**src/rtl/fwd_hazard_unit.sv**
```systemverilog
// Forwarding-select and load-use hazard control beside ID; selects registered one cycle (valid in EX), stall/bubble combinational.
// freeze holds all state and masks stall/bubble; optional counters under FWD_HAZARD_STATS_EN.
module fwd_hazard_unit #(
   parameter int RADDR_W  = 5,
   parameter int ZERO_REG = 0,
   parameter int CNT_W    = 16
) (
   input  logic               clk,
   input  logic               rst_n,
   input  logic               id_valid,
   input  logic [RADDR_W-1:0] id_rs,
   input  logic [RADDR_W-1:0] id_rt,
   input  logic               id_uses_rs,
   input  logic               id_uses_rt,
   input  logic [RADDR_W-1:0] id_rw,
   input  logic               id_regwrite,
   input  logic               id_memtoreg,
   input  logic               flush,
   input  logic               freeze,
   output logic               stall,
   output logic               bubble,
   output logic [1:0]         aluselectA,
   output logic [1:0]         aluselectB,
   output logic [CNT_W-1:0]   stat_stalls,
   output logic [CNT_W-1:0]   stat_fwds
);

   localparam logic [RADDR_W-1:0] ZERO = RADDR_W'(ZERO_REG);

   typedef struct packed {
      logic               valid;
      logic [RADDR_W-1:0] rw;
      logic               regwrite;
   } prod_t;

   // Only the EX entry needs the load flag; MEM results are already forwardable.
   // A WB producer is served by the write-first register file, so no WB copy is kept.
   prod_t exProd, memProd;
   logic  exLoad;

   logic       exMatchRs, exMatchRt, memMatchRs, memMatchRt, loadUse;
   logic [1:0] selANext, selBNext;

   function automatic logic srcMatch(input logic uses, input logic [RADDR_W-1:0] src,
                                     input prod_t p);
      return uses & p.valid & p.regwrite & (p.rw == src) & (src != ZERO);
   endfunction

   always_comb begin
      exMatchRs  = srcMatch(id_uses_rs, id_rs, exProd);
      exMatchRt  = srcMatch(id_uses_rt, id_rt, exProd);
      memMatchRs = srcMatch(id_uses_rs, id_rs, memProd);
      memMatchRt = srcMatch(id_uses_rt, id_rt, memProd);
      loadUse    = id_valid & ~flush & exLoad & (exMatchRs | exMatchRt);
      stall      = ~freeze & loadUse;
      bubble     = ~freeze & (loadUse | (flush & id_valid));
      selANext   = 2'd0;
      selBNext   = 2'd0;
      if (!bubble) begin
         // Youngest producer wins: EX result over MEM result.
         if (exMatchRs)       selANext = 2'd1;
         else if (memMatchRs) selANext = 2'd2;
         if (exMatchRt)       selBNext = 2'd1;
         else if (memMatchRt) selBNext = 2'd2;
      end
   end

   always_ff @(posedge clk or negedge rst_n) begin
      if (!rst_n) begin
         exProd     <= '0;
         exLoad     <= 1'b0;
         memProd    <= '0;
         aluselectA <= 2'd0;
         aluselectB <= 2'd0;
      end else if (!freeze) begin
         memProd    <= exProd;
         aluselectA <= selANext;
         aluselectB <= selBNext;
         if (bubble) begin
            exProd <= '0;
            exLoad <= 1'b0;
         end else begin
            exProd <= '{valid: id_valid, rw: id_rw, regwrite: id_regwrite};
            exLoad <= id_memtoreg;
         end
      end
   end

`ifdef FWD_HAZARD_STATS_EN
   logic [1:0]     fwdInc;
   logic [CNT_W:0] fwdSum;

   always_comb begin
      fwdInc = {1'b0, selANext != 2'd0} + {1'b0, selBNext != 2'd0};
      fwdSum = {1'b0, stat_fwds} + {{(CNT_W-1){1'b0}}, fwdInc};
   end

   always_ff @(posedge clk or negedge rst_n) begin
      if (!rst_n) begin
         stat_stalls <= '0;
         stat_fwds   <= '0;
      end else if (!freeze) begin
         if (stall && stat_stalls != '1) stat_stalls <= stat_stalls + 1'b1;
         stat_fwds <= fwdSum[CNT_W] ? '1 : fwdSum[CNT_W-1:0];
      end
   end
`else
   assign stat_stalls = '0;
   assign stat_fwds   = '0;
`endif

endmodule

```
**config.mk**
```make
export PLATFORM = sky130hd
export DESIGN_NAME = fwd_hazard_unit
export DESIGN_NICKNAME = d
export VERILOG_FILES = /design/src/rtl/fwd_hazard_unit.sv
export SDC_FILE = /design/constraint.sdc
export NUM_CORES = 1
export LEC_CHECK = 0
export CELL_PAD_IN_SITES_DETAIL_PLACEMENT = 0
export CELL_PAD_IN_SITES_GLOBAL_PLACEMENT = 2
export CORE_MARGIN = 4
export CORE_UTILIZATION = 23
export DETAILED_ROUTE_END_ITERATION = 16
export HOLD_SLACK_MARGIN = 0.02
export PLACE_DENSITY_LB_ADDON = 0.1
export SETUP_SLACK_MARGIN = 0.3
export SYNTH_ARGS = -nofsm -noshare
export SYNTH_HDL_FRONTEND = slang
export SYNTH_SLANG_ARGS = --single-unit
```
**constraint.sdc**
```tcl
create_clock -name clk -period 1.95 [get_ports clk]
set_input_delay 0.39 -clock clk [delete_from_list [all_inputs] [get_ports clk]]
set_output_delay 0.39 -clock clk [all_outputs]
set_load 0.05 [all_outputs]
```
==> results.env, run 1 <==
NUMBER_OF_LIBRARY_CELL_TYPES_MAPPED_BY_SYNTHESIS=24
POWER_REPORT.INTERNAL_TOTAL_uW=734.7
GRT_ANTENNA_BEFORE_REPAIR=0
CTS_BUFFERS=3
P_SEQ_FRAC=0.413
POWER.SWITCHING_FRACTION=0.3606
SYNTH_TOP_FAMILY_BY_AREA='buffers and inverters'
TRITONCTS_NUM_SINKS=19
CLKSLEWWORSTSETUPHOLDPATHS_NS=0.07
VIOLATIONS='negative setup slack'
INITIAL_UTILIZATION=0.2359
HTREE_NUM_LEVELS=1
FMAXACHIEVABLE_MHz=449.1
FIN_WORST_SKEW_NS=0.004814
PATH_MAX_FANOUT=3
TIMING_WORST_SETUP_PATH_TYPE='input pin to output pin'
FINAL_WS_SETUP_NS=-0.2769
TRITONCTS='yes'
DETAILROUTE.WIRELENGTH.MET3_MICRONS=182
CRITPATHCAPTURETYPE='output pin'
FLOORPLAN.IO_PINS=62
POST_DRT_VIA_CELL_RATIO=3.974
ANTENNA_LEFT=0
PLACEABLECOREAREA_SQ_UM=5473
SYNTH-SIMPLE-AREA-SHARE=0.1298
CLOCKROOTBUFFER='sky130_fd_sc_hd__clkbuf_8'
GRT_USE_TOTAL=0.1011
SYNTH.CELL_AREA_SQ_UM=1291
WL_MET1_MM=1.350
SYN_INST=137
DP_CELLS=259
SYN2LAYOUT_AREA_GROWTH_PCT=50.39
TOTAL_COUNT_OF_MAX_TRANSITION_VIOLATIONS_IN_THE_FINAL_REPORT=0
WL_PER_CELL_MICRONS=12.71
CLK_LATENCY_NS=0.25
STARTPOINT_TYPE='input pin'
PART_OF_THE_POWER_IN_THE_CLOCK_NETWORK=0.236
PORT_BUFFERS=29
TIMING_HOLD_VIOLATIONS_FINAL=0
SYNTH.YOSYS.WARNINGS=0
GRT_OVERFLOW_TOTAL=0
CAP_VIOL_MAX_COUNT=0
CHIPHEIGHT_MICRONS=82.93
YOSYS_REGISTER_BITS=19
VDD_IR_DROP_MAX_mV=0.2338
POWER-PER-CELL-AREA_nW_PER_UM2=591.7
DETAILED_PLACE_HPWL_MM=2.679
POST_SYNTH.CELL_AREA_AVG_SQ_UM=9.425
CTS-HOLD-FIX-BUFFERS=0
SYNTH_XOR_XNOR_AREA_SHARE=0.1357
P_LEAK_nW=0.8866
MET2_LENGTH_MM=1.804
MULTIPLEXER_FRACTION_OF_THE_SYNTHESIZED_CELL_AREA=0.06105
FINAL_NETS=220
WIRELENGTH_MM=3.394
DATA_ARRIVAL_TIME_OF_THE_CRITICAL_PATH_NS=1.84
FIN_WORST_HOLD_SLACK_NS=0.4706
CRITICAL_PATH_REQUIRED_NS=1.56
FIRST_GLOBAL_VIAS=1098
NUM_ROWS=27
GP_CONGESTION=0.8620
YS_SEQ_AREA_FRAC=0.3682
DIEAREA_SQ_UM=6877
SYNTH_COMPOUND_AREA_FRAC=0.1017
HOLD_CLASS='input pin to async pin'
DR.FIRST_ITER.DRC_COUNT=10
MIN_PERIOD_OVER_PERIOD=1.142
GRT_SETUP_UNREPAIRED='true'
PWR-SHARE-COMB=0.351
ROUTED-VIA-COUNT=1061
SETUP_VIOL_COUNT_FINAL=2
DR.PASS1.ITERS=4
FINAL_CELLS=267
SWITCHING_POWER_uW=414.4
GRT_START_MAX_NET_PINS=21
DRIVE_ABOVE_1_SHARE=0.4000
DRC=0
OUTCOME='finished with violations'
MAX-CLOCK-PATH-BUFFERS=2
TOP_SIGNAL_LAYER_USED='met4'
FLOORPLAN.DIE.WIDTH_MICRONS=82.93
SYNTHADDERAREAFRAC=0
NUM_ANTENNA_CELLS=0
FIRST_PASS_GRT_WIRE_LENGTH_MM=5.658
TIMING.FINAL.CRIT_PERIOD_NS=2.227
-- power by group through the flow --
| stage | clock (mW) | combinational, mW | sequential, mW |
|---|---|---|---|
| finish | 0.271 | 0.403 | 0.474 |
| global placement | 0 | 0.363 | 0.476 |
| global route | 0.305 | 0.432 | 0.482 |
| detailed placement | 0 | 0.364 | 0.479 |
| CTS | 0.286 | 0.381 | 0.472 |
| floorplan | 0 | 0.292 | 0.465 |
-- final timing paths --
kind,slack (ns),from,end,depth (start not counted)
setup / recovery,-0.28,id_rt[3],bubble,7
hold / removal,0.47,rst_n,aluselectA[1]$_DFFE_PN0N_,2
setup reg to reg,0.22,exProd[2]$_DFFE_PN0N_,exProd[6]$_DFFE_PN0N_,7
hold reg to reg,0.49,aluselectA[0]$_DFFE_PN0N_,aluselectA[0]$_DFFE_PN0N_,2
max in group asynchronous,1.25,rst_n,exProd[3]$_DFFE_PN0N_,2
min in group clk,0.49,aluselectA[0]$_DFFE_PN0N_,aluselectA[0]$_DFFE_PN0N_,2
-- Yosys cell counts --
master                      count  area [sq um]
sky130_fd_sc_hd__a21oi_2        1         8.760
sky130_fd_sc_hd__a21oi_4        1         16.27
sky130_fd_sc_hd__a31o_1         1         8.760
sky130_fd_sc_hd__buf_1          1         3.750
sky130_fd_sc_hd__buf_4         32         240.2
sky130_fd_sc_hd__clkbuf_1       1         3.750
sky130_fd_sc_hd__conb_1         1         3.750
sky130_fd_sc_hd__dfrtp_1       19         475.5
sky130_fd_sc_hd__inv_1          3         11.26
sky130_fd_sc_hd__mux2_2         7         78.83
sky130_fd_sc_hd__nand2_1       20         75.07
sky130_fd_sc_hd__nand3_1        4         20.02
sky130_fd_sc_hd__nand4_1        3         18.77
sky130_fd_sc_hd__nor3_1         2         10.01
sky130_fd_sc_hd__nor4_1         1         6.260
sky130_fd_sc_hd__o2111ai_1      1         8.760
sky130_fd_sc_hd__o211ai_1       1         7.510
sky130_fd_sc_hd__o21ai_0        4         20.02
sky130_fd_sc_hd__o21ai_1        9         45.04
sky130_fd_sc_hd__o41ai_2        1         16.27
sky130_fd_sc_hd__or3_4          2         22.52
sky130_fd_sc_hd__or4_1          2         15.01
sky130_fd_sc_hd__xnor2_1       13         113.9
sky130_fd_sc_hd__xor2_1         7         61.31
-- logic make-up after synthesis --
family	count (synthesis)
AO/OA/AOI/OAI	19
multiplexers	7
other	1
XOR/XNOR	20
buffers and inverters	37
flip-flops	19
AND/OR/NAND/NOR	34
-- placed cells by master (no fill, tap or decap), drive strengths merged --
cell type	count
clkdlybuf4s15	3
nand3	4
o41ai	1
o2111ai	1
dlygate4sd2	5
mux2	7
xnor2	13
or3	2
conb	32
nand4	3
buf	36
nand2	20
nor4	1
o21ai	13
a31o	1
xor2	7
a21oi	2
or4	2
o211ai	1
clkbuf	4
inv	3
nor3	2
clkdlybuf4s50	13
dfrtp	19
-- critical path, cell delays in order --
cell	delay, ns
sky130_fd_sc_hd__buf_2	0.13
sky130_fd_sc_hd__or4_4	0.54
sky130_fd_sc_hd__o21ai_2	0.19
sky130_fd_sc_hd__or3_4	0.17
sky130_fd_sc_hd__a21oi_4	0.06
sky130_fd_sc_hd__a31o_4	0.22
sky130_fd_sc_hd__buf_12	0.14
-- flip-flops by register name, summed over array words and instances, names as in the netlist --
| name | count |
|---|---|
| exProd | 7 |
| memProd | 7 |
| aluselectA | 2 |
| aluselectB | 2 |
| exLoad | 1 |
-- through the flow --
stage	total power, mW	utilization	TNS, ns	setup slack, ns	cell area [sq um]
3_3_place_gp	0.8388	0.3196	-5.031	-0.5918	1749
6_report	1.149	0.3548	-0.5294	-0.2769	1942
2_1_floorplan	0.7569	-	-0.1793	-0.1793	1416
5_1_grt	1.219	0.3548	-0.6918	-0.3479	1942
4_1_cts	1.139	0.3370	-0.5092	-0.2558	1844
3_5_place_dp	0.8427	0.3196	-5.261	-0.6205	1749
-- cell type report --
class / instances / area (sq um)
Clock buffer: 4 / 45.04
Fill cell: 584 / 3531
Multi-Input combinational cell: 112 / 805.8
Tap cell: 72 / 90.09
Sequential cell: 19 / 480.5
Inverter: 3 / 11.26
Timing Repair Buffer: 57 / 509.2
-- what timing repair did --
action                     in CTS  in global routing
setup endpoints to repair      18                 12
setup buffers                   3                  1
gates resized for setup        51                 20
cloned                          0                  0
pin swaps                      10                 10
-- layer usage --
layer / global-route usage / vias to the layer above
met5: 0 / -
met4: 0.04012 / 0
met3: 0.02877 / 6
met2: 0.1720 / 37
met1: 0.1194 / 502
li1: - / 516
Power figures use the tool's default switching activity.
==> run 2, diff against run 1 <==
--- a/config.mk
+++ b/config.mk
@@ -5,6 +5,7 @@
 export SDC_FILE = /design/constraint.sdc
 export NUM_CORES = 1
 export LEC_CHECK = 0
+export CAP_MARGIN = 0
 export CELL_PAD_IN_SITES_DETAIL_PLACEMENT = 0
 export CELL_PAD_IN_SITES_GLOBAL_PLACEMENT = 2
 export CORE_MARGIN = 4
@@ -12,6 +13,7 @@
 export DETAILED_ROUTE_END_ITERATION = 16
 export HOLD_SLACK_MARGIN = 0.02
 export PLACE_DENSITY_LB_ADDON = 0.1
+export REMOVE_ABC_BUFFERS = 1
 export SETUP_SLACK_MARGIN = 0.3
 export SYNTH_ARGS = -nofsm -noshare
 export SYNTH_HDL_FRONTEND = slang
==> run 2 against run 1 <==
The run still ends with negative setup slack left. Die area is the same. Clock skew grew 0.0035 ns. Flip-flop and latch count is the same. Largest cell class unchanged.
==> results.env, run 2 (same netlist as run 1, synthesis figures left out) <==
CAP_VIOL_MAX_COUNT=0
CRITPATHCAPTURETYPE='output pin'
GRT_ANTENNA_BEFORE_REPAIR=0
RR_WORST_DEPTH=7
LARGESTREGISTERS='exProd: 7 flops, memProd: 7 flops'
TIMING_HOLD_VIOLATIONS_FINAL=0
LAYOUT.CORE_UTILIZATION=0.3427
STARTPOINT_TYPE='input pin'
POWER-PER-CELL-AREA_nW_PER_UM2=600.6
CHIPHEIGHT_MICRONS=82.93
TOTAL_COUNT_OF_MAX_TRANSITION_VIOLATIONS_IN_THE_FINAL_REPORT=0
DATA_ARRIVAL_TIME_OF_THE_CRITICAL_PATH_NS=1.86
DR.PASS1.ITERS=3
GRT_OVERFLOW_TOTAL=0
FMAXACHIEVABLE_MHz=444.9
FIRST_GLOBAL_VIAS=1119
TIMING.FINAL.CRIT_PERIOD_NS=2.248
PLACEABLECOREAREA_SQ_UM=5473
MIN_PERIOD_OVER_PERIOD=1.153
PRE_CTS_SLACK_NS=-0.6136
CRIT_FAMILY='simple AND/OR/NAND/NOR gates'
CLKSLEWWORSTSETUPHOLDPATHS_NS=0.08
GRT_USE_TOTAL=0.09488
DRC=0
TRITONCTS='yes'
TIMING_WORST_SETUP_PATH_TYPE='input pin to output pin'
CLOCKROOTBUFFER='sky130_fd_sc_hd__clkbuf_8'
DIEAREA_SQ_UM=6877
RR_STARTPOINT='exProd[4]$_DFFE_PN0N_'
DR.FIRST_ITER.DRC_COUNT=8
CP_NUM_BUF_INV=2
DRIVE_ABOVE_1_SHARE=0.3333
NUM_ANTENNA_CELLS=0
GRT_SETUP_UNREPAIRED='true'
CRITICAL_PATH_REQUIRED_NS=1.56
NUM_ROWS=27
OUTCOME='finished with violations'
FILLERS=599
CRIT_CHAIN='clkdlybuf4s15_2 -> or4_4 -> o21ai_2 -> or3_4 -> a21oi_4 -> a31o_1 -> buf_12'
REGISTER_AREA_SQ_UM=479.2
CRITICAL-PATH-MAX-STAGE-DELAY_NS=0.54
FLOORPLAN.DIE.WIDTH_MICRONS=82.93
CTS_BUFFERS=3
FIN_WORST_SKEW_NS=0.008291
VDD_IR_DROP_MAX_mV=0.1857
SETUP_TOTAL_NEG_SLACK_NS=-0.5731
WL_PER_CELL_MICRONS=12.08
LAYOUT.CELLS.MOST_COMMON_LIST='sky130_fd_sc_hd__conb_1 (32), sky130_fd_sc_hd__buf_4 (28), sky130_fd_sc_hd__nand2_1 (20), sky130_fd_sc_hd__dfrtp_1 (16), sky130_fd_sc_hd__clkdlybuf4s50_1 (13)'
SYN2LAYOUT_AREA_GROWTH_PCT=45.25
LAYOUT_COMMONEST_CELL='sky130_fd_sc_hd__conb_1'
R2R-END='exProd[6]$_DFFE_PN0N_'
FINAL_NETS=220
WIRELENGTH_MM=3.226
PATH_MAX_FANOUT=2
FIN_WORST_HOLD_SLACK_NS=0.4674
GP_CONGESTION=0.7960
CPMAXSTAGEDELAYCELL='sky130_fd_sc_hd__or4_4'
GRT_START_MAX_NET_PINS=21
MULTI_INPUT_COMB_AREA_SQ_UM=732.0
CLK_LATENCY_NS=0.26
VIOLATIONS='negative setup slack'
DETAILED_PLACE_HPWL_MM=2.635
FIRST_PASS_GRT_WIRE_LENGTH_MM=5.319
PORT_BUFFERS=29
ANTENNA_LEFT=0
SETUP_VIOL_COUNT_FINAL=2
HOLD_CLASS='input pin to async pin'
HTREE_NUM_LEVELS=1
FINAL_WS_SETUP_NS=-0.2977
TRITONCTS_NUM_SINKS=19
MAX-CLOCK-PATH-BUFFERS=2
INITIAL_UTILIZATION=0.2359
REG2REG_SLACK_NS=0.18
ROUTED-VIA-COUNT=1054
P_LEAK_nW=0.8530
POST_DRT_VIA_CELL_RATIO=3.948
FLOORPLAN.IO_PINS=62
run 2: cell count changes in the layout (fill, tap and decap cells not counted), moves of 2 or more:
cell	change
sky130_fd_sc_hd__xnor2_1	+4
sky130_fd_sc_hd__o21ai_2	-5
sky130_fd_sc_hd__clkdlybuf4s15_2	+2
sky130_fd_sc_hd__buf_2	-5
sky130_fd_sc_hd__buf_4	+4
sky130_fd_sc_hd__o21ai_4	-2
sky130_fd_sc_hd__o21ai_1	+7
sky130_fd_sc_hd__xnor2_2	-4
run 2: layout make-up:
cell class,instances,area share
Clock buffer,3,0.02201
Sequential cell,19,0.2555
Inverter,3,0.006004
Timing Repair Buffer,57,0.2755
Multi-Input combinational cell,112,0.3903
Clock inverter,1,0.002668
Tap cell,72,0.04803
run 2: layer usage:
layer,up-vias,part of all wire,GRT usage,wire length [microns]
met5,-,0,0,0
met4,0,0.0062,0.01783,20
met3,2,0.069,0.03175,224
met2,42,0.53,0.1815,1701
met1,494,0.40,0.1005,1280
li1,516,-,-,-
run 2: power breakdown:
part | switching [mW] | leakage [nW] | internal, mW | total [mW]
sequential | 0.0403 | 0.242 | 0.430 | 0.470
clock | 0.133 | 0.0255 | 0.142 | 0.275
combinational | 0.233 | 0.586 | 0.149 | 0.382
total | 0.406 | 0.853 | 0.720 | 1.13
run 2: worst max path at each step:
stage | to | start | slack, ns | depth (start not counted)
floorplan | bubble | exProd[3]$_DFFE_PN0N_ | -0.43 | 5
global placement | bubble | id_rt[0] | -0.58 | 7
detailed placement | bubble | id_rt[0] | -0.61 | 7
CTS | bubble | exProd[5]$_DFFE_PN0N_ | -0.31 | 6
global route | bubble | exProd[3]$_DFFE_PN0N_ | -0.38 | 6
finish | bubble | id_rt[1] | -0.30 | 7
run 2: per-stage QoR:
stage	power, mW	instances	cell area, sq um
6_report	1.126	267	1876
3_5_place_dp	0.8379	258	1725
4_1_cts	1.138	265	1849
3_3_place_gp	0.8364	258	1725
2_1_floorplan	0.7000	134	1160
5_1_grt	1.198	267	1876
run 2: worst register-to-register path, delay by kind of cell (launching register included):
kind	cells	cell delay [ns]
and+or+nand+nor	2	0.52
buffers and inverters	2	0.30
xor gates and xnor gates	1	0.14
DFF	1	0.45
AOI/OAI and AO/OA	2	0.23
run 2: timing repair:
item / 4_1_cts / 5_1_grt
pin swaps: 15 / 4
endpoints found under the setup margin: 15 / 12
resized for setup: 38 / 2
setup buffers: 3 / 2
hold buffers: 0 / 0
==> run 3, diff against run 2 <==
--- a/config.mk
+++ b/config.mk
@@ -11,6 +11,7 @@
 export CORE_MARGIN = 4
 export CORE_UTILIZATION = 23
 export DETAILED_ROUTE_END_ITERATION = 16
+export GPL_ROUTABILITY_DRIVEN = 1
 export HOLD_SLACK_MARGIN = 0.02
 export PLACE_DENSITY_LB_ADDON = 0.1
 export REMOVE_ABC_BUFFERS = 1
==> results of run 3 <==
No change in the layout: final DEF, timing and power equal those of run 2.
